### src/rtl/board_traffic_harness.sv
// board_traffic_harness: board-level NoC traffic generator and checker.
// Define HARNESS_SEQ_CHECK_EN to add per-(dst,src) in-order sequence checking.
module board_traffic_harness #(
    parameter int NODES         = 16,
    parameter int PKT_W         = 32,
    parameter int PKTS_PER_NODE = 64,
    parameter int TIMEOUT_CYC   = 65535,
    parameter int HB_BIT        = 24
) (
    input  logic                   clk,
    input  logic                   reset,
    input  logic                   start,
    output logic [NODES*PKT_W-1:0] inj_data,
    output logic [NODES-1:0]       inj_val,
    input  logic [NODES-1:0]       inj_rdy,
    input  logic [NODES*PKT_W-1:0] ej_data,
    input  logic [NODES-1:0]       ej_val,
    output logic [3:0]             led,
    output logic                   busy,
    output logic [15:0]            err_cnt
);

    localparam logic [2:0] S_IDLE  = 3'd0;
    localparam logic [2:0] S_RUN   = 3'd1;
    localparam logic [2:0] S_DRAIN = 3'd2;
    localparam logic [2:0] S_PASS  = 3'd3;
    localparam logic [2:0] S_FAIL  = 3'd4;

    localparam int TOTAL = NODES * PKTS_PER_NODE;
    localparam int SW    = (NODES > 1) ? $clog2(NODES) : 1;

    logic [2:0]       state;
    logic [15:0]      sent [NODES];
    logic [7:0]       rot  [NODES];
    logic [31:0]      rx_total;
    logic [31:0]      tmo;
    logic [HB_BIT:0]  hb;

    logic             go;
    logic             active;
    logic             all_done;
    logic             xfer_any;
    logic             tmo_hit;
    logic [8:0]       n_rx;
    logic [8:0]       n_err;
    logic [16:0]      err_sum;
    logic [7:0]       ej_src [NODES];
    logic [7:0]       ej_dst [NODES];
    logic [15:0]      ej_seq [NODES];
    logic [NODES-1:0] ej_bad;

    assign go       = start && (state == S_IDLE || state == S_PASS ||
                                state == S_FAIL);
    assign active   = (state == S_RUN) || (state == S_DRAIN);
    assign busy     = active;
    assign xfer_any = |(inj_val & inj_rdy);
    assign led      = {state == S_FAIL, state == S_PASS, busy, hb[HB_BIT]};
    assign err_sum  = {1'b0, err_cnt} + 17'(n_err);
    assign tmo_hit  = active && !(|ej_val) && !xfer_any &&
                      (tmo + 32'd1 >= 32'(TIMEOUT_CYC));

    // Present the next packet of every node that still owes transfers.
    always_comb begin
        int d;
        d        = 0;
        inj_val  = '0;
        inj_data = '0;
        all_done = 1'b1;
        for (int s = 0; s < NODES; s++) begin
            // rot[s] tracks k mod (NODES-1), so no divider is needed.
            d = s + 1 + int'(rot[s]);
            if (d >= NODES) d = d - NODES;
            if (sent[s] != 16'(PKTS_PER_NODE)) all_done = 1'b0;
            if (state == S_RUN && sent[s] != 16'(PKTS_PER_NODE)) begin
                inj_val[s] = 1'b1;
                inj_data[s*PKT_W +: 32] = {8'(s), 8'(d), sent[s]};
            end
        end
    end

`ifdef HARNESS_SEQ_CHECK_EN
    logic [15:0] exp_seq [NODES][NODES];

    // Expected seq per (dst,src) pair; advances on each ejection from a legal src.
    always_ff @(posedge clk or posedge reset) begin
        if (reset) begin
            for (int d = 0; d < NODES; d++)
                for (int s = 0; s < NODES; s++)
                    exp_seq[d][s] <= '0;
        end else if (go) begin
            for (int d = 0; d < NODES; d++)
                for (int s = 0; s < NODES; s++)
                    exp_seq[d][s] <= '0;
        end else begin
            for (int n = 0; n < NODES; n++)
                if (ej_val[n] && int'(ej_src[n]) < NODES)
                    exp_seq[n][ej_src[n][SW-1:0]] <=
                        exp_seq[n][ej_src[n][SW-1:0]] + 16'd1;
        end
    end
`else
    logic seq_unused;

    // The seq field is deliberately ignored in this build.
    always_comb begin
        seq_unused = 1'b0;
        for (int n = 0; n < NODES; n++) seq_unused = seq_unused ^ (^ej_seq[n]);
    end
`endif

    // Classify every ejected packet this cycle; one error per failing packet.
    always_comb begin
        n_rx   = '0;
        n_err  = '0;
        ej_bad = '0;
        for (int n = 0; n < NODES; n++) begin
            ej_src[n] = ej_data[n*PKT_W+24 +: 8];
            ej_dst[n] = ej_data[n*PKT_W+16 +: 8];
            ej_seq[n] = ej_data[n*PKT_W +: 16];
            if (ej_val[n]) begin
                // Packets beyond the run total are found by position in this cycle.
                ej_bad[n] = (int'(ej_dst[n]) != n) ||
                            (int'(ej_src[n]) >= NODES) ||
                            (int'(ej_src[n]) == n) ||
                            !active ||
                            (rx_total + 32'(n_rx) >= 32'(TOTAL));
`ifdef HARNESS_SEQ_CHECK_EN
                if (int'(ej_src[n]) < NODES &&
                    ej_seq[n] != exp_seq[n][ej_src[n][SW-1:0]])
                    ej_bad[n] = 1'b1;
`endif
                n_rx  = n_rx + 9'd1;
                n_err = n_err + 9'(ej_bad[n]);
            end
        end
    end

    // Per-node transfer count and destination rotation.
    always_ff @(posedge clk or posedge reset) begin
        if (reset) begin
            for (int s = 0; s < NODES; s++) begin
                sent[s] <= '0;
                rot[s]  <= '0;
            end
        end else if (go) begin
            for (int s = 0; s < NODES; s++) begin
                sent[s] <= '0;
                rot[s]  <= '0;
            end
        end else begin
            for (int s = 0; s < NODES; s++) begin
                if (inj_val[s] && inj_rdy[s]) begin
                    sent[s] <= sent[s] + 16'd1;
                    rot[s]  <= (rot[s] == 8'(NODES - 2)) ? 8'd0 : rot[s] + 8'd1;
                end
            end
        end
    end

    // Run control: state, received total, idle timeout and error count.
    always_ff @(posedge clk or posedge reset) begin
        if (reset) begin
            state    <= S_IDLE;
            rx_total <= '0;
            tmo      <= '0;
            err_cnt  <= '0;
        end else if (go) begin
            state    <= S_RUN;
            rx_total <= '0;
            tmo      <= '0;
            err_cnt  <= '0;
        end else begin
            if (active) rx_total <= rx_total + 32'(n_rx);
            err_cnt <= err_sum[16] ? 16'hFFFF : err_sum[15:0];
            if (!active || (|ej_val) || xfer_any) tmo <= '0;
            else tmo <= tmo + 32'd1;
            case (state)
                S_RUN: begin
                    if (tmo_hit) state <= S_FAIL;
                    else if (all_done) state <= S_DRAIN;
                end
                S_DRAIN: begin
                    if (tmo_hit) state <= S_FAIL;
                    else if (rx_total >= 32'(TOTAL))
                        state <= (err_cnt == 16'd0) ? S_PASS : S_FAIL;
                end
                S_PASS: begin
                    if (n_err != 9'd0) state <= S_FAIL;
                end
                default: ;
            endcase
        end
    end

    // Free-running heartbeat counter.
    always_ff @(posedge clk or posedge reset) begin
        if (reset) hb <= '0;
        else hb <= hb + 1'b1;
    end

endmodule

### config.mk
export PLATFORM = sky130hd
export DESIGN_NAME = board_traffic_harness
export DESIGN_NICKNAME = d
export VERILOG_FILES = /design/src/rtl/board_traffic_harness.sv
export SDC_FILE = /design/constraint.sdc
export NUM_CORES = 2
export LEC_CHECK = 0
export ABC_AREA = 1
export CAP_MARGIN = 0
export CORE_AREA = 5 5 425 427
export DETAILED_ROUTE_END_ITERATION = 8
export DIE_AREA = 0 0 430 432
export GPL_ROUTABILITY_DRIVEN = 0
export MAX_ROUTING_LAYER = met4
export PLACE_DENSITY_LB_ADDON = 0.12
export SLEW_MARGIN = 20
export SYNTH_ARGS = -nofsm -noshare
export SYNTH_HDL_FRONTEND = slang
export SYNTH_SLANG_ARGS = --single-unit
export TNS_END_PERCENT = 20
### constraint.sdc
create_clock -name clk -period 22.7 [get_ports clk]
set_input_delay 4.54 -clock clk [delete_from_list [all_inputs] [get_ports clk]]
set_output_delay 4.54 -clock clk [all_outputs]
set_load 0.05 [all_outputs]
Yosys cells after proc, flatten, opt, wreduce, memory -nomap -nowiden
Index checks and enable logic that the tools add are counted.
{ "op_classes": {"n_mul": 0, "n_addsub": 113, "n_shift": 0, "bitwise_logic": 1, "muxes": 160, "magnitude_cmp": 49, "n_eq_ne": 69, "div_mod_pow": 0, "n_reduce_logical": 134} }
{ "op_table": {"columns": ["op", "n"], "rows": [
  ["$add A32 B9 Y32", 16],
  ["$ge A32 B11 Y1 const B", 16],
  ["$mux W8", 48],
  ["$mux W16", 18],
  ["$mux W9", 30],
  ["$add A16 B1 Y16 const B", 16],
  ["$mux W256", 1],
  ["$ne A16 B7 Y1 const B", 16],
  ["$mux W28", 8],
  ["$eq A8 B4 Y1 const B", 20],
  ["$ge A9 B5 Y1 const B", 16],
  ["$add A9 B1 Y9", 15],
  ["$add A9 B1 Y9 const B", 15],
  ["$add A8 B1 Y8 const B", 16],
  ["$ge A8 B5 Y1 const B", 16],
  ["$mux W128", 1],
  ["$mux W32", 4],
  ["$sub A8 B5 Y8 const B", 16],
  ["$mux W27", 4],
  ["$add A4 B8 Y9 const A", 8],
  ["$logic_or A1 B1 Y1", 69],
  ["$eq A8 B5 Y1 const B", 8],
  ["$ne A8 B5 Y1 const B", 8],
  ["$mux W26", 2],
  ["other kinds (36)", 139]
]} }
{ "word_totals": {"elab_cells": 563, "ramBits": 0, "latch_bits": 0, "inputBits": 547, "ff_bits": 492, "output_inout_bits": 549, "romBits": 0, "mem_count": 0} }

Depth between registers and ports, before layout
{ "logic_depth": {"word_depth": 40, "ltp_mapped": 91, "ltp_nobuf": 91} }

Worst setup path before layout
No wires, ideal clock.
{ "synth_timing": {"path_kind": "input-to-reg", "from": "input ej_val[0]", "to": "register err_cnt[14]", "path_slack_ns": 5.953, "arrival_ns": 16.624, "t_required_ns": 22.577, "cell_stages": 79, "setup_ns": 0.123, "cell_sequence": "ha_1 > nand3_1 > nor2_1 > inv_1 > nor2_1 > inv_1 > nor2_1 > nand2_1 > xor2_1 > nor3_1 > nand3_1 > or4_1 > ha_1 > nand2_1 > o21ai_0 > ha_1 > nand2_1 > nand2_1 > (+43 left out) > o21ai_0 > inv_1 > fa_1 > nand2_1 > inv_1 > o21a_1 > nor2_1 > o21ai_0 > nand3_1 > nand2_1 > nand2_1 > a21oi_1 > nand2_1 > nor2_1 > nand2_1 > inv_1 > o31ai_1 > inv_1"} }
{ "synth_between": {"elab_chain_len": 37} }
{ "synth_lines": {"columns": ["element", "line", "rtl"], "rows": [
  ["start: declaration", "17", "input logic [NODES-1:0] ej_val,"],
  ["$mux W1", "120", "if (ej_val[n]) begin"],
  ["$add A9 B1 Y9 or $add A32 B9 Y32 (tied branches)", "132, 126", null],
  ["$mux W9 or $ge A32 B11 Y1 (tied branches)", "120, 126", null],
  ["$add A9 B1 Y9, or another cell as far along", "132", "n_rx = n_rx + 9'd1;"],
  ["$mux W9, or another cell as far along", "120", null],
  ["$add A9 B1 Y9, or another cell as far along", "132", null],
  ["$mux W9, or another cell as far along", "120", null],
  ["$add A9 B1 Y9, or another cell as far along", "132", null],
  ["(+21 left out)", null, null],
  ["$mux W9, or another cell as far along", "120", null],
  ["$add A9 B1 Y9 or $ge A32 B11 Y1 (tied branches)", "133, 126", null],
  ["$mux W9 or $logic_or A1 B1 Y1 (tied branches)", "120, 125", null],
  ["$add A9 B1 Y9", "133", "n_err = n_err + 9'(ej_bad[n]);"],
  ["$mux W9 (*)", "120", null],
  ["$add A16 B9 Y17 (*)", "58", "assign err_sum = {1'b0, err_cnt} + 17'(n_err);"],
  ["$mux W16 (*)", "174", "err_cnt <= err_sum[16] ? 16'hFFFF : err_sum[15:0];"],
  ["$mux W16 (*)", "167", "end else if (go) begin"],
  ["end signal: assignment", "174", null],
  ["end: declaration", "20", "output logic [15:0] err_cnt"]
]} }
Mark *: on every way between the ends. The rest lies on a longest branch, timed or not.
A chain may end at the register's enable or synchronous reset.

Worst setup path after layout
{ "layout_timing": {"from": "input ej_val[0]", "to": "register err_cnt[0]"} }
The elaborated chain is that of the path after synthesis.

==> results.ini <==
[timing]
fmax_ghz = 0.0518
tightest_slew_ns = 1.09
min_period_ns = 19.30
setup_viol = 0
setup_ws_ns = 3.40
rsz0062_at_grt = false
fin_skew_ns = 0.0492
fin_tns_setup_ns = 0
finalMaxSlewViolations = 0
period_share_pct = 85.0
fin_hold_ws_ns = 0.445
slew_headroom_pct = 26.5
hold_viol_final = 0

[clocking]
cts-root-buf = clkbuf_16
htree_num_levels = 3
path_clk_slew_ns = 0.05
numCtsBuffers = 69
clk_latency_ns = 0.67
clockBufferDepth = 3
cts-resized-gates = 0
cts_tree = done
ctsHoldBuffers = 0
post_cts_buffers = 0
cts_sinks = 492

[final_layout]
nFillCells = 19300
nNetsFinal = 8347
stdcell_area_um2 = 57200
drive_gt1_share_pct = 4.45
final-instance-count-excl-fill = 9893
multi_input_area_um2 = 27500
area_growth_pct = 27.7
seqCellArea_um2 = 12300

[grt]
grt_antenna_before_repair = 6
grt_max_degree = 161
grt_pass1_vias = 47300
overflow = 0
grt_pass1_wl_mm = 298
gr-usage-all-layers_pct = 21.4

[yosys]
synthMuxAreaShare_pct = 0
synth_compound_area_share_pct = 15.2
yosys-top-cells-area = dfrtp_1 27%, nand2_1 8.9%, nor2_1 8.9%
synthTopCellsByCount = 1060 x nand2_1, 1056 x nor2_1, 994 x inv_1
synth.avg_cell_area_um2 = 6.62
synth_xor_area_share_pct = 4.64
yosys_warnings = 0
yosys.area.top_type = dfrtp_1
synth_top_area_share_pct = 27.5
yosys.cell_count.top_type = nand2_1
synth-seq-area-share_pct = 27.5
ys_seq_elements = 492
synth_enable_flop_cells = 0
synthDistinctLibCells = 74
synth-simple-area-share_pct = 31.7
synth-main-ff-cell = dfrtp_1
synthCells = 6760
synth_adder_area_share_pct = 8.72
async_flop_share_pct = 100
synth_top_family_by_area = simple AND/OR/NAND/NOR gates
netlist_area_um2 = 44800

[floorplan]
dieWidth_um = 430
row_count = 154
boundaryPins = 1096
core-area_um2 = 176000
die-area_um2 = 186000
die_y_um = 432
initial_core_util_pct = 25.5

[power]
max-vdd-ir-drop_mv = 0.0562
p_per_area_nw_per_um2 = 76.3
p_leak_nw = 24.5

[worst_setup_path]
cpPeakStageDelay_ns = 0.72
regToRegSetupSlack_ns = 6.81
r2r_cells = 81
crit_arrival_ns = 19.87
cp_max_fo = 8
cp-start-kind = input port
required_ns = 23.27
crit_type = in -> reg
r2r-end = err_cnt[14]$_DFF_PP0_
crit_slowest_cell = a21oi_1
crit_path_frequent_cell = nand2_1
r2r-start = rx_total[19]$_DFFE_PP0P_
cp-end-kind = flop

[place]
hpwl_mm = 158
placed_area_um2 = 54800
dp_slack_ns = 2.58
dp.cells = 9765
io_buffers = 743

[route]
met1_length_mm = 87.5
topRoutingLayerUsed = met4
drt_wl_total_mm = 203
vias = 48500
wire_per_inst_um = 20.5
dr_wl_met2_mm = 92.8
first_iter_violations = 3724
wl_met3_mm = 14.6
drc_errors = 0
vias_per_cell = 4.91
dr.pass1.iters = 6
antenna_left = 0

[min_path]
holdPathEnd = hb[0]$_DFF_PP0_
min_path_cells = 1
hold_path_class = reg -> reg
min_from = hb[0]$_DFF_PP0_

[outcome]
status = completed

[run]
maxCapViolations = 0

-- state kept, by name, indices dropped and copies added (netlist names) --
signal	flops
state	3
hb	25
err_cnt	16
rx_total	32
rot	128
tmo	32
sent	256
-- where the power goes --
part | leakage [nW] | switching, mW | total [mW] | internal, mW
Combinational | 16.6 | 1.52 | 2.16 | 0.642
Clock | 1.14 | 0.460 | 1.13 | 0.673
Sequential | 6.77 | 0.0956 | 1.06 | 0.967
-- logic make-up (layout without fill, tap and decap cells) --
family	after synthesis	in the layout
flops	492	492
buf+inv	1329	1995
other cells	1	128
xor+xnor	233	233
simple gates	3211	3211
compound gates	1191	1191
fa+ha+maj	303	303
-- layout make-up --
cell class | count | share of cell area, %
timing repair buffer | 837 | 14.3
inverter | 1035 | 6.81
antenna | 4 | 0.0175
clock buffer | 105 | 3.57
clock inverter | 18 | 0.527
multi-input combinational | 5062 | 48.1
tap | 2340 | 5.12
sequential | 492 | 21.5
-- how the worst max path moves through the flow --
stage / start / end / slack, ns / depth (start not counted)
6_report: ej_val[0] / err_cnt[0]$_DFF_PP0_ / 3.40 / 82
5_1_grt: ej_val[1] / err_cnt[0]$_DFF_PP0_ / 1.97 / 82
4_1_cts: ej_val[0] / err_cnt[14]$_DFF_PP0_ / 3.27 / 83
3_5_place_dp: ej_val[0] / err_cnt[14]$_DFF_PP0_ / 2.58 / 83
3_3_place_gp: ej_val[0] / err_cnt[14]$_DFF_PP0_ / 2.60 / 83
2_1_floorplan: reset / err_cnt[0]$_DFF_PP0_ / 4.43 / 1
-- worst max-delay path: cells and delay by family --
| family | cells | cell delay, ns |
|---|---|---|
| AO/OA/AOI/OAI | 17 | 4.07 |
| buffers and inverters | 13 | 1.78 |
| XOR/XNOR | 1 | 0.13 |
| adder cells (fa/ha/maj) | 15 | 4.49 |
| AND/OR/NAND/NOR | 36 | 4.81 |
-- layout by cell type (no fill, tap or decap), types with 12 or more instances in the layout --
cell type / synthesis / layout
nand2_1: 1060 / 1058
nor2_1: 1056 / 1055
inv_1: 994 / 992
clkdlybuf4s50_1: 0 / 743
dfrtp_1: 492 / 491
a21oi_1: 445 / 445
o21ai_0: 426 / 424
nand3_1: 399 / 399
ha_1: 288 / 288
nor3_1: 231 / 231
xor2_1: 190 / 190
nand4_1: 171 / 171
conb_1: 1 / 124
nor4_1: 123 / 117
buf_4: 132 / 91
clkbuf_16: 0 / 70
a31oi_1: 47 / 47
o22ai_1: 45 / 45
xnor2_1: 38 / 38
nand2_2: 36 / 37
a211oi_1: 29 / 29
or2_2: 26 / 26
nor3b_1: 25 / 25
o21a_1: 23 / 23
a221oi_1: 23 / 23
inv_2: 23 / 22
nand3b_1: 22 / 22
clkinv_1: 18 / 19
a22oi_1: 19 / 19
clkbuf_1: 147 / 19
a2111oi_0: 18 / 18
o2111ai_1: 18 / 18
or4_1: 16 / 16
clkbuf_8: 0 / 16
fa_1: 15 / 15
nand3_2: 12 / 12
o211ai_1: 12 / 12
-- layer usage --
| metal | track usage (%) | vias to the layer above |
|---|---|---|
| met4 | 7.81 | 0 |
| met1 | 26.6 | 22700 |
| met2 | 34.4 | 1782 |
| li1 | - | 23700 |
| met5 | - | - |
| met3 | 4.31 | 356 |
-- per-stage QoR --
step / util, % / total power [mW]
2_1_floorplan: - / 2.55
3_3_place_gp: 31.2 / 3.24
3_5_place_dp: 31.2 / 3.25
4_1_cts: 32.5 / 4.43
5_1_grt: 32.5 / 4.69
6_report: 32.5 / 4.36
Power figures use the tool's default switching activity.
